--- src/rtl/axi_master_arbiter.sv ---
// Two-requester round-robin arbiter that sequences single-beat AXI-style read/write
// transactions to one shared slave and acknowledges the owning requester.
module axi_master_arbiter #(
  parameter int unsigned ADDR_WIDTH = 32,
  parameter int unsigned DATA_WIDTH = 32
) (
  input  logic                  clock,
  input  logic                  reset_n,
  // Requester 0
  input  logic                  m0_req,
  input  logic                  m0_write,
  input  logic [ADDR_WIDTH-1:0] m0_addr,
  input  logic [DATA_WIDTH-1:0] m0_wdata,
  output logic                  m0_ack,
  output logic [DATA_WIDTH-1:0] m0_rdata,
  output logic [DATA_WIDTH-1:0] m0_resp,
  // Requester 1
  input  logic                  m1_req,
  input  logic                  m1_write,
  input  logic [ADDR_WIDTH-1:0] m1_addr,
  input  logic [DATA_WIDTH-1:0] m1_wdata,
  output logic                  m1_ack,
  output logic [DATA_WIDTH-1:0] m1_rdata,
  output logic [DATA_WIDTH-1:0] m1_resp,
  // Status
  output logic                  busy,
  output logic                  owner,
  // Write address / data / response channels
  output logic [ADDR_WIDTH-1:0] write_address,
  output logic                  write_valid,
  input  logic                  write_ready,
  output logic [DATA_WIDTH-1:0] write_data,
  output logic                  write_data_valid,
  input  logic                  write_data_ready,
  input  logic [DATA_WIDTH-1:0] write_response,
  input  logic                  write_response_valid,
  output logic                  write_response_ready,
  // Read address / data / response channels
  output logic [ADDR_WIDTH-1:0] read_address,
  output logic                  read_valid,
  input  logic                  read_ready,
  input  logic [DATA_WIDTH-1:0] read_data,
  input  logic [DATA_WIDTH-1:0] read_response,
  input  logic                  read_response_valid,
  output logic                  read_response_ready
);

  typedef enum logic [2:0] {
    StIdle,
    StWrReq,
    StWrResp,
    StRdReq,
    StRdResp,
    StDone
  } state_e;

  state_e                state_q;
  logic                  last_grant_q;
  logic                  owner_q;
  logic [ADDR_WIDTH-1:0] addr_q;
  logic [DATA_WIDTH-1:0] wdata_q;
  logic                  write_valid_q;
  logic                  write_data_valid_q;
  logic                  write_response_ready_q;
  logic                  read_valid_q;
  logic                  read_response_ready_q;
  logic                  m0_ack_q;
  logic                  m1_ack_q;
  logic [DATA_WIDTH-1:0] m0_rdata_q;
  logic [DATA_WIDTH-1:0] m1_rdata_q;
  logic [DATA_WIDTH-1:0] m0_resp_q;
  logic [DATA_WIDTH-1:0] m1_resp_q;

  logic                  any_req;
  logic                  grant_sel;
  logic                  sel_write;
  logic [ADDR_WIDTH-1:0] sel_addr;
  logic [DATA_WIDTH-1:0] sel_wdata;
  logic                  aw_done;
  logic                  w_done;

  // On a tie, the requester that did not win last time is granted.
  assign any_req   = m0_req | m1_req;
  assign grant_sel = (m0_req & m1_req) ? ~last_grant_q : m1_req;
  assign sel_write = grant_sel ? m1_write : m0_write;
  assign sel_addr  = grant_sel ? m1_addr  : m0_addr;
  assign sel_wdata = grant_sel ? m1_wdata : m0_wdata;

  // A write channel is finished once its valid has dropped or it is handshaking now.
  assign aw_done = ~write_valid_q | write_ready;
  assign w_done  = ~write_data_valid_q | write_data_ready;

  always_ff @(posedge clock or negedge reset_n) begin
    if (!reset_n) begin
      state_q                <= StIdle;
      last_grant_q           <= 1'b1;
      owner_q                <= 1'b0;
      addr_q                 <= '0;
      wdata_q                <= '0;
      write_valid_q          <= 1'b0;
      write_data_valid_q     <= 1'b0;
      write_response_ready_q <= 1'b0;
      read_valid_q           <= 1'b0;
      read_response_ready_q  <= 1'b0;
      m0_ack_q               <= 1'b0;
      m1_ack_q               <= 1'b0;
      m0_rdata_q             <= '0;
      m1_rdata_q             <= '0;
      m0_resp_q              <= '0;
      m1_resp_q              <= '0;
    end else begin
      m0_ack_q <= 1'b0;
      m1_ack_q <= 1'b0;
      case (state_q)
        StIdle: begin
          if (any_req) begin
            owner_q      <= grant_sel;
            last_grant_q <= grant_sel;
            addr_q       <= sel_addr;
            wdata_q      <= sel_wdata;
            if (sel_write) begin
              write_valid_q      <= 1'b1;
              write_data_valid_q <= 1'b1;
              state_q            <= StWrReq;
            end else begin
              read_valid_q <= 1'b1;
              state_q      <= StRdReq;
            end
          end
        end
        StWrReq: begin
          if (write_ready) begin
            write_valid_q <= 1'b0;
          end
          if (write_data_ready) begin
            write_data_valid_q <= 1'b0;
          end
          if (aw_done && w_done) begin
            write_response_ready_q <= 1'b1;
            state_q                <= StWrResp;
          end
        end
        StWrResp: begin
          if (write_response_valid) begin
            write_response_ready_q <= 1'b0;
            if (owner_q) begin
              m1_resp_q <= write_response;
              m1_ack_q  <= 1'b1;
            end else begin
              m0_resp_q <= write_response;
              m0_ack_q  <= 1'b1;
            end
            state_q <= StDone;
          end
        end
        StRdReq: begin
          if (read_ready) begin
            read_valid_q          <= 1'b0;
            read_response_ready_q <= 1'b1;
            state_q               <= StRdResp;
          end
        end
        StRdResp: begin
          if (read_response_valid) begin
            read_response_ready_q <= 1'b0;
            if (owner_q) begin
              m1_rdata_q <= read_data;
              m1_resp_q  <= read_response;
              m1_ack_q   <= 1'b1;
            end else begin
              m0_rdata_q <= read_data;
              m0_resp_q  <= read_response;
              m0_ack_q   <= 1'b1;
            end
            state_q <= StDone;
          end
        end
        StDone: begin
          state_q <= StIdle;
        end
        default: begin
          state_q <= StIdle;
        end
      endcase
    end
  end

  assign busy                 = (state_q != StIdle);
  assign owner                = owner_q;
  assign write_address        = addr_q;
  assign read_address         = addr_q;
  assign write_data           = wdata_q;
  assign write_valid          = write_valid_q;
  assign write_data_valid     = write_data_valid_q;
  assign write_response_ready = write_response_ready_q;
  assign read_valid           = read_valid_q;
  assign read_response_ready  = read_response_ready_q;
  assign m0_ack               = m0_ack_q;
  assign m1_ack               = m1_ack_q;
  assign m0_rdata             = m0_rdata_q;
  assign m1_rdata             = m1_rdata_q;
  assign m0_resp              = m0_resp_q;
  assign m1_resp              = m1_resp_q;

endmodule

--- config.mk ---
export PLATFORM = sky130hd
export DESIGN_NAME = axi_master_arbiter
export DESIGN_NICKNAME = d
export VERILOG_FILES = /design/src/rtl/axi_master_arbiter.sv
export SDC_FILE = /design/constraint.sdc
export NUM_CORES = 1
export LEC_CHECK = 0
export ABC_AREA = 1
export BUFFER_PORTS_ARGS = -buffer_cell sky130_fd_sc_hd__buf_2
export CAP_MARGIN = 10
export CORE_AREA = 2 2 182 184
export CTS_BUF_LIST = sky130_fd_sc_hd__clkbuf_16
export DETAILED_ROUTE_END_ITERATION = 7
export DIE_AREA = 0 0 184 186
export SLEW_MARGIN = 20
export SYNTH_ARGS = -nofsm -noshare
export SYNTH_HDL_FRONTEND = slang
export SYNTH_SLANG_ARGS = --single-unit
--- constraint.sdc ---
create_clock -name clock -period 3.4 [get_ports clock]
set_input_delay 0.68 -clock clock [delete_from_list [all_inputs] [get_ports clock]]
set_output_delay 0.68 -clock clock [all_outputs]
set_load 0.02 [all_outputs]
# ---- Yosys cells after proc, flatten, opt, wreduce, memory -nomap -nowiden
# Cells that the tools add are included.
dict set report totals {
  regBits 204
  input_bits 235
  output_inout_bits 233
  wordCells 105
}
dict set report op_classes {
  n_eq_ne 17
  muxes 45
  bitwise 8
  n_reduce_logical 19
}
# cell count
set ops {}
lappend ops {{$mux 32} 10}
lappend ops {{$pmux 32 s2} 2}
lappend ops {{$ne 2x2->1 const B} 13}
lappend ops {{$mux 1} 19}
lappend ops {{$mux 3} 5}
lappend ops {{$pmux 3 s5} 1}
lappend ops {{$reduce_and 5->1} 3}
lappend ops {{$pmux 1 s2} 7}
lappend ops {{$reduce_and 3->1} 4}
lappend ops {{$reduce_and 4->1} 3}
lappend ops {{$reduce_bool 2->1} 5}
lappend ops {{$eq 3x2->1 const B} 2}
lappend ops {{$not 1->1} 4}
lappend ops {{$eq 3x1->1 const B} 1}
lappend ops {{$eq 3x3->1 const B} 1}
lappend ops {{$logic_not 3->1} 1}
lappend ops {{$or 1x1->1} 3}
lappend ops {{$reduce_bool 3->1} 1}
lappend ops {{$mux 2} 1}
lappend ops {{$reduce_and 2->1} 1}
lappend ops {{$and 1x1->1} 1}
lappend ops {{$logic_and 1x1->1} 1}

# ---- Longest topological paths before layout
# Gate-level depths: netlist (run 1).
dict set report depth {
  ltp_word 6
  mapped_depth 10
  ltp_nobuf 8
}

# ---- Worst setup path after synthesis (run 1)
# No wires, ideal clock.
dict set report synth_path {
  path_type {reg-to-output}
  start {register state_q[0]}
  end {output busy}
  t_arrival_ns 1.056
  required_ns 2.720
  setup_slack_ns 1.664
  path_stages_with_launch 6
  n_path_buf 3
  cell_sequence {dfrtp_1 > buf_6 > nor2_8 > nand2_2 > buf_4 > buf_2}
}
dict set report synth_via {
  elab_chain_cells 1
}
# element line
set synth_lines {}
lappend synth_lines {{from (decl)} 57} ;# state_e state_q;
lappend synth_lines {{from (signal assigned)} 95} ;# state_q <= StIdle;
lappend synth_lines {{from (signal assigned)} 124} ;# state_q <= StWrReq;
lappend synth_lines {{from (signal assigned)} 127} ;# state_q <= StRdReq;
lappend synth_lines {{$reduce_bool 3->1} 188} ;# assign busy = (state_q != StIdle);
lappend synth_lines {{to (decl)} 26} ;# output logic busy,
# Every way passes these cells.

# ---- Worst setup path after layout (run 1)
dict set report layout_path {
  start {register state_q[2]}
  end {output busy}
}
# The elaborated chain is that of the path after synthesis.

==> results of run 1 <==
## per-stage QoR
step / power, mW / instances
3_5_place_dp: 10.1 / 1891
5_1_grt: 13.4 / 1934
3_3_place_gp: 10.0 / 1891
4_1_cts: 12.7 / 1933
6_report: 12.5 / 1934
2_1_floorplan: 8.23 / 1110
## area by class of cell
cell class              instances  area, um^2  area share [%]
diodes                          1        2.50          0.0202
multi-input cells             751        3420            27.5
well taps                     408         510            4.11
inverters                      49         184            1.48
repair buffers                479        2450            19.7
clock buffers                  24         601            4.84
flip-flops and latches        204        5110            41.1
clock inverters                18         149            1.20
## registers in the layout, indices dropped and copies added, names as in the netlist
register / cells
last_grant_q: 1
m0_ack: 1
m0_rdata: 32
m0_resp: 32
m1_ack: 1
m1_rdata: 32
m1_resp: 32
owner: 1
read_address: 32
read_response_ready: 1
read_valid: 1
state_q: 3
write_data: 32
write_data_valid: 1
write_response_ready: 1
write_valid: 1
## kinds of logic after synthesis
logic type | synth area share, %
buffers and inverters | 9.44
AND/OR/NAND/NOR | 21.7
flip-flops | 54.3
AO/OA/AOI/OAI | 14.6
## Yosys cell counts, types with 7 or more instances
| cell | number |
|---|---|
| nand2_1 | 321 |
| o21ai_1 | 86 |
| clkbuf_1 | 24 |
| inv_1 | 46 |
| buf_6 | 16 |
| nand3_1 | 75 |
| buf_4 | 41 |
| dfrtp_1 | 203 |
| nor2_1 | 73 |
| o21ai_0 | 165 |
| buf_2 | 24 |
| nand2_4 | 7 |
| o21ai_2 | 10 |
## routing by layer
metal | global-route usage [%] | vias to the layer above
met5 | 0 | -
met4 | 7.17 | 0
met3 | 4.25 | 75
met2 | 28.4 | 390
met1 | 21.9 | 4150
li1 | - | 4374
## power by group
group	internal, mW	switching (mW)
clock	1.44	1.06
sequential	3.54	0.695
combinational	1.77	3.97
## worst max path at each step
stage / cells after the start / start / to
after detailed placement: 7 / state_q[0] / m0_resp[22]
after floorplan: 5 / state_q[0] / busy
after global routing: 4 / state_q[2] / busy
after CTS: 4 / state_q[2] / busy
after global placement: 7 / state_q[0] / m0_resp[20]
final: 4 / state_q[2] / busy
## worst reg2reg max path: cells and delay by family, from the launching register on
kind,cells,cell delay [ps]
buffers and inverters,1,460
DFF,1,600
and+or+nand+nor,6,1130
==> run metrics, run 1 <==
status=completed; Crit Path Max Fanout=35; VDD IR-drop max=around 0.42 mV; main flop type after synthesis=dfrtp_1; number of CTS-inserted buffers=24; CP Data Arrival Time=just under 2000 ps; largest net degree at the start of global routing=73; Die Y-Extent=about 190 um; CP Buf/Inv Count=3; max frequency=0.381 GHz; Setup crit start kind=flop; Clock Skew=13.5 ps; Routed WL=31000 um; initial core utilization=just under 30%; sequential fraction of the synthesis area=54.3%; Max-cap violations=0; Site Rows=66; Final min period=~2600 ps; worst setup margin=approximately 780 ps; setup_tns=0 ps; WL met1=between 10000 and 15000 um; met3 WL=about 2600 um; top routing layer in use=met4; post-synthesis instance area=9400 um^2; Syn-to-layout area delta=32.1%; DP Worst Slack=1180 ps; commonest non-fill, non-tap cell in the layout=buf_2; critical path class=reg -> out; fill cell count=between 3000 and 4000; Pins Over Slew Limit=0; Synth Area per Inst=approximately 8.5 um^2; yosys warns=0; first-pass GRT wire length=~47000 um; CP max stage cell=dfrtp_1; Setup crit end kind=primary output; RSZ-0062 raised after global routing=false; die area=between 30000 and 40000 um^2; final critical-path share of the clock period=slightly below 80%; Power Density=roughly 1000 nW/um^2; wire length per cell=around 16 um; Worst path max stage delay=about 510 ps; clock sinks=between 200 and 250; Hold-fix buffers, CTS=0; # DRC=0; via-per-instance ratio=4.65; Synth top area share=between 50% and 60%; count of port buffers added during placement=about 470; postcts setup bufs=0; CP top delay family=buffers and inverters; chip width=about 180 um; Netlist cell types=23; Final Cell Area=12400 um^2; Slew @ Worst Pin=between 700 and 800 ps; R2R Setup Slk=~1200 ps; Clk Tree Root Cell=clkbuf_16; RePlAce Congestion=around 0.91; Core Area=32200 um^2; initial antenna violation count=1; area leader, netlist=dfrtp_1; H-tree lvl count=1; Post-Synthesis Net Count=~1300; Vias=between 8000 and 9000; flop and latch count out of synthesis=204; Nets=about 1700; CP cell instances=inv_1, nand2_2, buf_4, buf_2; # IOs=between 400 and 500; worst reg2reg path depth=7; r2r endpoint=m1_resp[28]; most frequent cells in the layout=buf_2, nand2_1, dfrtp_1; total iterations of the first detailed-routing run=5; worst r2r src=state_q[0]; Global Route Usage Sum=~17%; worst path required time=about 2700 ps; clock buffer depth=3; EDFF count, synth=0; vias in the first global route=about 8700; metal2 WL=14400 um; DRT iter0 DRCs=540; # resized after CTS=0; insertion delay to the later sink of the worst-skew pair=~530 ps; Clock transition at path regs=~70 ps; CTS tree=built; hold crit path type=in -> async; LEAKAGE=between 6 and 7 nW; Final HPWL DP=22200 um; total grt overflow=0; Synth area leaders=dfrtp_1, nand2_1, o21ai_0; Worst slew margin=approximately half; Async SR Flop Fraction=100%; layout cell share with drive strength beyond 1=around 36%; DRT antenna net count=0; hold slack=119 ps; Syn Inst Count=~1100; Hold Vio Cnt, Final=0; Core Util, Final=~39%; Final Setup Violations=0; Placed Area=11700 um^2
Power figures use the tool's default switching activity.
==> run 2: changes to the inputs <==
ABC_AREA = 0   (was 1)
CORE_AREA = 2 2 180 182   (was 2 2 182 184)
DIE_AREA = 0 0 182 184   (was 0 0 184 186)
clock period = 2.5 ns   (was 3.4 ns; I/O delays follow)
==> run 2 against run 1 <==
Effect of this change: first-iteration DRC count is 43% lower; core utilization up 0.40 points; synthesized cell count shrank 31%; final area is 1.5% lower; register-to-register slack lost 640 ps; critical endpoint unchanged; highest routed layer is now met5; critical path type unchanged; cell count is 17% lower; sequential power rose by 39%; die area shrank 2.2%; clock power rose by 25%; power grew 33%; largest cell class unchanged.
==> run metrics, run 2 <==
final critical-path share of the clock period=a little over 90%; die area=33500 um^2 (-2.2%); Crit Path Max Fanout=13 (-63%); sequential fraction of the synthesis area=57.2% (+2.9 points); Compound-Gate Fraction of Synth Area=9.14% (-5.4 points); DRT iter0 DRCs=306 (-43%); multiplexer share of the synthesized area=20.5% (+20 points); initial core utilization=28.4% (-0.77 points); Placed Area=11500 um^2 (-1.2%); yosys warns=0 (unchanged); Core Area=31400 um^2 (-2.5%); Post-synth top cells=dfrtp_1, mux2i_1, a21oi_1, nand2_1, nor2_1; number of CTS-inserted buffers=25 (+4.2%); setup_tns=0 ps (unchanged); total iterations of the first detailed-routing run=4 (-1); RSZ-0062 raised after global routing=false; total grt overflow=0 (unchanged); vias in the first global route=7067 (-18%); CP Data Arrival Time=1820 ps (-120 ps); CP top delay family=flip-flops; commonest non-fill, non-tap cell in the layout=buf_2; area leader, netlist=dfrtp_1; worst reg2reg path depth=5 (-2); PnR Total Power=16.6 mW (+33%); post-synthesis instance area=8920 um^2 (-5.1%); # placed instances=1563 (-17%); Hold Vio Cnt, Final=0 (unchanged); initial antenna violation count=3 (+2); Synth area leaders=dfrtp_1, mux2i_1, mux2_4; Post-Synth XOR/XNOR Area=0% (unchanged); Final HPWL DP=19400 um (-13%); first-pass GRT wire length=39500 um (-17%); simple-gate share of the synthesized area=6.87% (-15 points); Die Y-Extent=184 um (-1.1%); CP max stage cell=dfrtp_1; DRT antenna net count=0 (unchanged); Synth Area per Inst=11.7 um^2 (+38%); layout cell share with drive strength beyond 1=48.3% (+13 points); fill cell count=3144 (-6.6%); Async SR Flop Fraction=100% (unchanged); critical path class=reg -> out; clock sinks=204 (unchanged); Final Setup Violations=0 (unchanged); EDFF count, synth=0 (unchanged); largest family of logic cells by synthesized area=multiplexers; Final Non-Filler Cells=1607 (-17%); Clock transition at path regs=50 ps (-20 ps); CP cell instances=nor3_2, inv_1, buf_2; Slew @ Worst Pin=462 ps (-273 ps); via-per-instance ratio=4.45 (-4.2%); Netlist cell types=34 (+48%); # IOs=468 (unchanged); Global Route Usage Sum=14.8% (-2.5 points); insertion delay to the later sink of the worst-skew pair=520 ps (about the same); Max-cap violations=0 (unchanged); largest net degree at the start of global routing=115 (+58%); Nets=1424 (-18%); Vias=7155 (-20%); main flop type after synthesis=dfrtp_1; Site Rows=65 (-1.5%); worst hold stages=2; RePlAce Congestion=0.896 (-0.97%); worst path required time=2000 ps (-720 ps); max frequency=0.431 GHz; Worst path max stage delay=520 ps (about the same); Setup crit end kind=primary output; clock buffer depth=3 (unchanged); VDD IR-drop max=0.538 mV (+27%); Syn-to-layout area delta=37.1%; Clk Tree Root Cell=clkbuf_16; most frequent cell after synthesis=dfrtp_1; # DRC=0 (unchanged); count of port buffers added during placement=467 (unchanged); Clock Skew=15.8 ps (+2.27 ps); H-tree lvl count=1 (unchanged); CTS tree=built; hold crit path type=in -> reg; Routed WL=26000 um (-16%); CP Buf/Inv Count=2 (-1); CP Depth=3 (-1); adder-cell share of the synthesized area=0% (unchanged); wire length per cell=16.2 um (+0.87%); status=completed; chip width=182 um (-1.1%); hold slack=219 ps (+101 ps); Power Density=1360 nW/um^2 (+35%); Post-Synthesis Net Count=998 (-26%); Pins Over Slew Limit=0 (unchanged); Final min period=approximately 2300 ps; Syn Inst Count=763 (-31%); LEAKAGE=6.22 nW (-9.7%); most frequent cells in the layout=buf_2, dfrtp_1, mux2i_1; Setup crit start kind=flop; Synth top area share=56.9% (+2.9 points); Worst slew margin=69.1% (+18 points); flop and latch count out of synthesis=204 (unchanged); Final Cell Area=12200 um^2 (-1.5%)
run 2: cell types whose count changed after synthesis, sizes merged, moves of 14 or more:
cell    before  now
mux2         0   65
mux2i        0   98
nand2      331   70
nand3       75    1
inv         49    8
o21ai      261   69
clkbuf      25   11
a21oi        4   70
run 2: what timing repair did:
item	4_1_cts	5_1_grt
gates resized for setup	0	0
hold endpoints to repair	41	0
setup buffers	0	0
hold buffers	1	0
run 2: kinds of logic (layout without fill, tap and decap cells):
| family | Yosys count | after routing |
|---|---|---|
| AOI/OAI and AO/OA | 154 | 154 |
| buffers and inverters | 91 | 532 |
| DFF | 204 | 204 |
| muxes | 163 | 163 |
| other | 0 | 1 |
| and+or+nand+nor | 151 | 151 |
run 2: worst paths after layout:
kind                                     from              to  slack (ps)
worst min register to register  write_data[8]   write_data[8]         470
worst max register to register     state_q[0]    m0_rdata[18]         520
worst min-delay path            read_data[13]    m1_rdata[13]         220
worst max-delay path               state_q[0]            busy         180
min in group asynchronous             reset_n  write_data[15]         510
max in group asynchronous             reset_n    last_grant_q        1340
run 2: final cells by class:
type | count | area, um^2 | share of cell area (%)
Multi-Input combinational cell | 468 | 3300 | 27.0
Timing Repair Buffer | 482 | 2590 | 21.1
Inverter | 8 | 30.0 | 0.246
Tap cell | 402 | 503 | 4.11
Clock inverter | 17 | 71.3 | 0.583
Antenna cell | 1 | 2.50 | 0.0205
Clock buffer | 25 | 626 | 5.12
Sequential cell | 204 | 5110 | 41.8
run 2: metrics by stage:
step / worst slack, ps / utilization (%)
after detailed placement: 554 / 36.7
after floorplan: 760 / -
final: 182 / 39.0
after CTS: 145 / 38.9
after global routing: 39.0 / 38.9
after global placement: 593 / 36.7
run 2: report_power, final:
part	switching (mW)	internal [mW]	leakage, nW
sequential	0.993	4.89	2.46
clock	1.34	1.78	0.372
combinational	4.76	2.83	3.39
total	7.09	9.50	6.22
run 2: layer usage:
| layer | wire [um] | global-route usage [%] | share of wire (%) | up-vias |
|---|---|---|---|---|
| met5 | 13 | 0 | 0.050 | - |
| met4 | 665 | 4.19 | 2.6 | 2 |
| met3 | 1850 | 3.78 | 7.1 | 39 |
| met2 | 12600 | 25.5 | 49 | 261 |
| met1 | 10800 | 18.5 | 42 | 3397 |
| li1 | - | - | - | 3456 |
run 2: worst reg2reg max path: stages, from the launching register on:
cell and delay, ps:
dfrtp_1 520, nor2_2 210, and2_2 240, and3_2 230
buf_12 250, mux2_2 410
